**src/rtl/press_pkg.sv**
```systemverilog
// press_pkg
// Shared definitions for the button press classifier:
//   - FSM state encoding (plain 3-bit constants)
//   - default hold / double-press window lengths in clk cycles
//   - counter width helper used to size the shared press timer
package press_pkg;

  typedef logic [2:0] state_t;

  localparam state_t ST_IDLE      = 3'd0;
  localparam state_t ST_PRESS1    = 3'd1;
  localparam state_t ST_LONG_HOLD = 3'd2;
  localparam state_t ST_WAIT2     = 3'd3;
  localparam state_t ST_PRESS2    = 3'd4;

  localparam int DEF_LONG_CYCLES = 1000;
  localparam int DEF_DBL_CYCLES  = 300;

  // The counter only ever reaches max(a,b)-1, so $clog2(max) bits suffice.
  // Never return zero so the counter stays a legal vector.
  function automatic int cnt_width(input int a, input int b);
    int m;
    m = (a > b) ? a : b;
    return (m <= 2) ? 1 : $clog2(m);
  endfunction

endpackage

```
**src/rtl/press_timer.sv**
```systemverilog
// press_timer
// Clear/enable up-counter with a terminal-count compare.
// Ports:
//   clk, rst_n : clock, asynchronous active-low reset
//   clr        : synchronous clear to zero (wins over en)
//   en         : count up by one
//   term       : terminal value to compare against
//   cnt        : current count
//   tc         : high while cnt == term
module press_timer #(
  parameter int CNT_W = 4
) (
  input  logic             clk,
  input  logic             rst_n,
  input  logic             clr,
  input  logic             en,
  input  logic [CNT_W-1:0] term,
  output logic [CNT_W-1:0] cnt,
  output logic             tc
);

  always_ff @(posedge clk or negedge rst_n) begin
    if (!rst_n) begin
      cnt <= '0;
    end else if (clr) begin
      cnt <= '0;
    end else if (en) begin
      cnt <= cnt + CNT_W'(1);
    end
  end

  assign tc = (cnt == term);

endmodule

```
**src/rtl/press_classifier.sv**
```systemverilog
// press_classifier
// Classifies a debounced button level into short, long and double presses.
// Parameters:
//   LONG_CYCLES : cycles a press must be held to become a long press (>= 2)
//   DBL_CYCLES  : window after a release in which a re-press makes a double (>= 2)
// Ports:
//   clk, rst_n   : clock, asynchronous active-low reset
//   btn_in       : debounced button level, already synchronous to clk
//   short_press  : one-cycle pulse, single press released early with no re-press
//   long_press   : one-cycle pulse, press held for LONG_CYCLES
//   double_press : one-cycle pulse, release of the second press
//   held         : level, high while the long press is still being held
//   event_count  : running count of all pulses, wraps at 256
module press_classifier
  import press_pkg::*;
#(
  parameter int LONG_CYCLES = DEF_LONG_CYCLES,
  parameter int DBL_CYCLES  = DEF_DBL_CYCLES
) (
  input  logic       clk,
  input  logic       rst_n,
  input  logic       btn_in,
  output logic       short_press,
  output logic       long_press,
  output logic       double_press,
  output logic       held,
  output logic [7:0] event_count
);

  localparam int CNT_W = cnt_width(LONG_CYCLES, DBL_CYCLES);
  localparam logic [CNT_W-1:0] LONG_TC = CNT_W'(LONG_CYCLES - 1);
  localparam logic [CNT_W-1:0] DBL_TC  = CNT_W'(DBL_CYCLES - 1);

  logic             btn_d;
  logic             rise;
  logic             fall;
  state_t           state;
  state_t           state_nxt;
  logic             short_nxt;
  logic             long_nxt;
  logic             dbl_nxt;
  logic             tmr_en;
  logic             tmr_clr;
  logic [CNT_W-1:0] tmr_term;
  logic [CNT_W-1:0] cnt;
  logic             tc;

  // btn_d resets high so a button held through reset looks already pressed:
  // it must be released and pressed again before anything is classified.
  always_ff @(posedge clk or negedge rst_n) begin
    if (!rst_n) begin
      btn_d <= 1'b1;
    end else begin
      btn_d <= btn_in;
    end
  end

  assign rise = btn_in & ~btn_d;
  assign fall = ~btn_in & btn_d;

  // The timer only runs while a state is actively timing; in every other
  // case it is held at zero, so each timed state starts from a clean count.
  assign tmr_clr  = ~tmr_en;
  assign tmr_term = (state == ST_WAIT2) ? DBL_TC : LONG_TC;

  press_timer #(
    .CNT_W (CNT_W)
  ) u_timer (
    .clk   (clk),
    .rst_n (rst_n),
    .clr   (tmr_clr),
    .en    (tmr_en),
    .term  (tmr_term),
    .cnt   (cnt),
    .tc    (tc)
  );

  always_comb begin
    state_nxt = state;
    short_nxt = 1'b0;
    long_nxt  = 1'b0;
    dbl_nxt   = 1'b0;
    tmr_en    = 1'b0;
    case (state)
      ST_IDLE: begin
        if (rise) state_nxt = ST_PRESS1;
      end
      ST_PRESS1: begin
        if (fall) begin
          state_nxt = ST_WAIT2;
        end else if (tc) begin
          state_nxt = ST_LONG_HOLD;
          long_nxt  = 1'b1;
        end else begin
          tmr_en = 1'b1;
        end
      end
      ST_LONG_HOLD: begin
        // Release after a long press is silent.
        if (fall) state_nxt = ST_IDLE;
      end
      ST_WAIT2: begin
        // A re-press on the timeout edge still counts as a double press.
        if (rise) begin
          state_nxt = ST_PRESS2;
        end else if (tc) begin
          state_nxt = ST_IDLE;
          short_nxt = 1'b1;
        end else begin
          tmr_en = 1'b1;
        end
      end
      ST_PRESS2: begin
        // Second press may be held indefinitely; only its release matters.
        if (fall) begin
          state_nxt = ST_IDLE;
          dbl_nxt   = 1'b1;
        end
      end
      default: begin
        state_nxt = ST_IDLE;
      end
    endcase
  end

  // Outputs are registered from the next-state decode so each pulse appears
  // in the cycle right after its deciding edge, and event_count moves with it.
  always_ff @(posedge clk or negedge rst_n) begin
    if (!rst_n) begin
      state        <= ST_IDLE;
      short_press  <= 1'b0;
      long_press   <= 1'b0;
      double_press <= 1'b0;
      held         <= 1'b0;
      event_count  <= 8'd0;
    end else begin
      state        <= state_nxt;
      short_press  <= short_nxt;
      long_press   <= long_nxt;
      double_press <= dbl_nxt;
      held         <= (state_nxt == ST_LONG_HOLD);
      if (short_nxt | long_nxt | dbl_nxt) begin
        event_count <= event_count + 8'd1;
      end
    end
  end

endmodule

```
**config.mk**
```make
export PLATFORM = sky130hd
export DESIGN_NAME = press_classifier
export DESIGN_NICKNAME = d
export VERILOG_FILES = /design/src/rtl/press_pkg.sv /design/src/rtl/press_timer.sv /design/src/rtl/press_classifier.sv
export SDC_FILE = /design/constraint.sdc
export NUM_CORES = 1
export LEC_CHECK = 0
export ABC_CLOCK_PERIOD_IN_PS = 5500
export CAP_MARGIN = 40
export CELL_PAD_IN_SITES_DETAIL_PLACEMENT = 0
export CELL_PAD_IN_SITES_GLOBAL_PLACEMENT = 2
export CORE_ASPECT_RATIO = 0.8
export CORE_MARGIN = 1
export CORE_UTILIZATION = 38
export CTS_CLUSTER_DIAMETER = 60
export CTS_CLUSTER_SIZE = 12
export DETAILED_ROUTE_END_ITERATION = 8
export PLACE_DENSITY_LB_ADDON = 0.1
export SLEW_MARGIN = 30
export SYNTH_ARGS = -nofsm -noshare
export SYNTH_HDL_FRONTEND = slang
export SYNTH_SLANG_ARGS = --single-unit
```
**constraint.sdc**
```tcl
create_clock -name clk -period 5.5 [get_ports clk]
set_input_delay 1.1 -clock clk [delete_from_list [all_inputs] [get_ports clk]]
set_output_delay 1.1 -clock clk [all_outputs]
set_load 0.05 [all_outputs]
```
Word-level counts from Yosys, hierarchy flattened
Cells that the tools add are included.
Cells by class
  add/sub/neg operators: 2
  equality and inequality tests: 6
  multiplexer cells: 20
  bitwise gates (word level): 6
  reduce and logical (&&, ||, !) cells: 2
Operators with widths (number)
  10-bit two-way mux: 2
  3-bit two-way mux: 6
  3-bit one-hot mux with 4 select lines: 1
  10-bit by 1-bit adder with 10-bit output (second input constant): 1
  10-bit == test: 1
  1-bit two-way mux: 10
  3-bit by 2-bit == test with 1-bit output (second input constant): 3
  8-bit by 1-bit adder with 8-bit output (second input constant): 1
  3-bit by 1-bit == test with 1-bit output (second input constant): 1
  3-bit == test (second input constant): 1
  3-bit zero test: 1
  1-bit AND: 2
  1-bit inverter: 2
  1-bit OR: 2
  1-bit one-hot mux with 2 select lines: 1
  2-bit OR reduction: 1
Word-level totals
  bits in registers: 26

Depth between registers and ports, before layout
  depth in word-level cells: 8
  depth in mapped cells: 6

Cells and area by module
Synthesis repeated with hierarchy kept, for this count alone.
Second synthesis, totals
  cells, all modules: 137
  area, all modules: 1396.3 um^2
By module, submodules not included
  press_classifier: times used 1, cells an instance 76, area each 802.0 um^2, seq. area each 401.6 um^2
  press_timer: times used 1, cells an instance 61, area each 594.3 um^2, seq. area each 250.2 um^2

Worst setup path after synthesis
OpenSTA, ideal clock, no wires.
  path type: in2reg
  start: input port btn_in
  end: register event_count[5]
  data arrival time: 2.245 ns
  data required time: 5.366 ns
  path slack: 3.121 ns
  stages on the path: 5
  buffers on the path: 1
  path through: or4b_2 > clkbuf_1 > o211ai_1 > o311a_1 > o211ai_1
On the way
  cells in the longest elaborated chain, start to end: 6
Ends and longest elaborated chain
  from (decl): RTL line press_classifier.sv:22  | input logic btn_in,
  1-bit inverter: RTL line press_classifier.sv:59  | assign fall = ~btn_in & btn_d;
  1-bit AND: RTL line press_classifier.sv:59
  1-bit two-way mux: RTL line press_classifier.sv:89  | if (fall) begin
  1-bit two-way mux: RTL line press_classifier.sv:84  | case (state)
  1-bit OR: RTL line press_classifier.sv:142  | if (short_nxt | long_nxt | dbl_nxt) begin
  1-bit OR *: RTL line press_classifier.sv:142
  to (signal assigned): RTL line press_classifier.sv:143  | event_count <= event_count + 8'd1;
  to (decl): RTL line press_classifier.sv:27  | output logic [7:0] event_count
Mark *: on every way between the ends. The rest lies on a longest branch, timed or not.
A chain may end at the register's enable or synchronous reset.

Final worst setup path
  start: input port btn_in
  end: register event_count[6]
Same word-level chain as after synthesis.

==> flow_metrics.py <==
metrics = {
    "setup_path": {
        "required_ns": 5.63,
        "regToRegSetupSlack_ns": 2.93,
        "r2r-end": "u_timer.cnt[4]$_DFF_PN0_",
        "cp-start-kind": "input pin",
        "end_kind": "flip-flop",
        "critPathMaxFanout": 16,
        "r2r-start": "u_timer.cnt[0]$_DFF_PN0_",
        "worstPathArrival_ns": 3.15,
        "worstSetupPathType": "input pin to flip-flop",
        "rr_worst_depth": 5,
        "startpoint": "btn_in",
    },
    "timing": {
        "tns_ns": 0,
        "tightest_slew_ns": 0.716,
        "post-route-min-period_ns": 3.02,
        "setup_ws_ns": 2.48,
        "skew_ns": 0.00488,
        "fin_crit_sh_pct": 54.9,
        "slew_viol_final": 0,
        "slew_headroom_pct": 52.0,
        "setup_viol": 0,
        "rsz0062_at_grt": "false",
        "hold_viol_final": 0,
        "fmax_mhz": 331,
        "holdWs_ns": 0.494,
    },
    "global_routing": {
        "antenna_found_initial": 0,
        "grt_max_degree": 27,
        "grt_pass1_vias": 1234,
        "grt_overflow_total": 0,
        "use_met1_pct": 29.2,
        "grtUsageMet2_pct": 27.8,
        "grt_use_total_pct": 18.8,
        "use_met3_pct": 3.49,
        "grt.busiest_layer": "met1",
        "grt_pass1_wl_um": 6440,
    },
    "synth": {
        "yosys_most_used_dff": "dfrtp_1",
        "synth.area.top_cells": "dfrtp_1 (39%), o2111ai_1 (4.3%), nor2_1 (3.7%), xnor2_1 (3.2%), nand2_1 (2.8%)",
        "syn_inst": 173,
        "yosys_warnings": 0,
        "synthArstFlopShare_pct": 100,
        "synth.distinct_cells": 51,
        "netlist_area_sq_um": 1620,
        "synthesis.nets": 178,
        "syn_area_per_cell_sq_um": 9.37,
        "synth_seq_area_share_pct": 40.2,
        "yosysTopAreaCellShare_pct": 38.6,
        "synth_top_cell_by_area": "dfrtp_1",
        "synth_edf_count": 0,
        "synth_seq_cells": 26,
    },
    "die": {
        "std_cell_rows": 20,
        "die_x_um": 75.0,
        "start_util_pct": 41.3,
        "die_h_um": 60.4,
        "coreArea_sq_um": 3930,
        "die-area_sq_um": 4530,
        "ios": 15,
    },
    "cells_and_area": {
        "antenna_cells": 0,
        "nets": 186,
        "ff_latch_area_sq_um": 652,
        "multi_input_area_sq_um": 887,
        "area_growth_pct": 13.0,
        "nFillCells": 398,
        "final_layout_size_suffix_gt1_share_pct": 8.33,
    },
    "worst_hold_path": {
        "hold_path_class": "flip-flop to flip-flop",
        "holdCritStartpoint": "u_timer.cnt[0]$_DFF_PN0_",
        "hold_end": "u_timer.cnt[0]$_DFF_PN0_",
        "hold_depth": 1,
    },
    "clocking": {
        "ctsHtreeMaxLevel": 1,
        "cts_setup_buffers": 0,
        "insertion_delay_ns": 0.27,
        "clock_path_buffers": 2,
        "cts_tree": "yes",
        "ctsResizeCount": 0,
        "root_buffer": "clkbuf_8",
        "cts.sinks": 26,
        "clkSlewWorstSetupHoldPaths_ns": 0.09,
        "cts_hold_buffers": 0,
        "cts_buffers": 3,
    },
    "placement": {
        "pre_cts_ws_ns": 2.23,
        "io_buffer_count": 14,
        "globalplace.congestion": 0.866,
        "dpl.hpwl_um": 2630,
    },
    "status": {
        "status": "completed",
    },
    "power": {
        "vdd_drop_max_mv": 0.164,
        "cellLeakagePower_nw": 0.704,
        "power_density_nw_per_um2": 273,
    },
    "drt": {
        "dr.pass1.iters": 4,
        "drtAntennaViolNets": 0,
        "via_count": 1376,
        "wl_per_cell_um": 16.2,
        "routed_wl_um": 3810,
        "routed_via_density": 5.86,
        "drcViolationCount": 0,
        "drtIter0Drc": 108,
    },
    "flow_run": {
        "maxCapViolCount": 0,
    },
}
kinds of logic after synthesis:
logic type,count (synthesis),share of synthesized area [%]
AND/OR/NAND/NOR,75,26.5
AO/OA/AOI/OAI,43,21.7
flip-flops,26,40.2
buffers and inverters,18,5.09
XOR/XNOR,8,4.32
adder cells (fa/ha/maj),2,1.54
multiplexers,1,0.694
sequential cells by signal (all words and copies together) (netlist names):
signal and cells:
held 1, double_press 1, state 3, long_press 1
u_timer.cnt 10, short_press 1, btn_d 1, event_count 8
cell type report:
class	count	share of cell area (%)
inverter	6	1.23
multi-input combinational	129	48.4
sequential	26	35.6
clock buffer	4	3.00
tap	55	3.75
timing repair buffer	15	8.05
worst max path at each step:
stage / cells past startpoint / end / slack (ns)
final: 5 / event_count[6]$_DFFE_PN0P_ / 2.48
after floorplan: 5 / event_count[5]$_DFFE_PN0P_ / 3.12
after global placement: 5 / event_count[3]$_DFFE_PN0P_ / 2.36
after CTS: 5 / event_count[3]$_DFFE_PN0P_ / 2.51
after detailed placement: 5 / event_count[3]$_DFFE_PN0P_ / 2.23
after global routing: 5 / event_count[4]$_DFFE_PN0P_ / 2.30
cells in the final DEF (no fill, tap or decap), types with 4 or more instances in the layout:
cell              n
inv_1             6
nor2_1           16
a31oi_1           4
a311oi_1          4
o211ai_1          6
nor3_1            8
clkbuf_8          4
xnor2_1           6
clkdlybuf4s50_1  14
nand3_1           5
o2111ai_1         8
dfrtp_1          25
nor2b_1           4
a21oi_1           4
nand2_1          12
cells in the mapped netlist, types with 4 or more instances:
library cell,n
xnor2_1,6
nor2b_1,4
nor3_1,8
dfrtp_1,25
a31oi_1,4
a21oi_1,4
o2111ai_1,8
a311oi_1,4
nand3_1,5
nor2_1,16
clkbuf_1,9
nand2_1,12
inv_1,6
o211ai_1,6
power by group:
part | total (W) | internal [W] | switching (W)
Sequential | 0.000240 | 0.000210 | 0.0000293
Clock | 0.000124 | 0.0000640 | 0.0000603
Combinational | 0.000136 | 0.0000485 | 0.0000874
critical path, stage by stage:
cell             delay (ns)
clkdlybuf4s50_1        0.52
nor4b_1                0.50
nand2_1                0.48
a311oi_1               0.41
o211ai_1               0.13
through the flow:
stage          utilization, %  cells  instance area [sq um]  power, W
4_1_cts                  46.7    235                   1830  0.000503
2_1_floorplan               -    173                   1620  0.000339
3_3_place_gp             45.3    231                   1780  0.000378
5_1_grt                  46.7    235                   1830  0.000527
3_5_place_dp             45.3    231                   1780  0.000378
6_report                 46.7    235                   1830  0.000500
routing by layer:
| layer | vias up | share of wire [%] | wire length, um |
|---|---|---|---|
| met5 | - | 0 | 0 |
| met2 | 18 | 43 | 1650 |
| met3 | 2 | 2.6 | 98 |
| li1 | 680 | - | - |
| met1 | 676 | 54 | 2050 |
| met4 | 0 | 0.39 | 15 |
(Power assumes the default switching activity.)
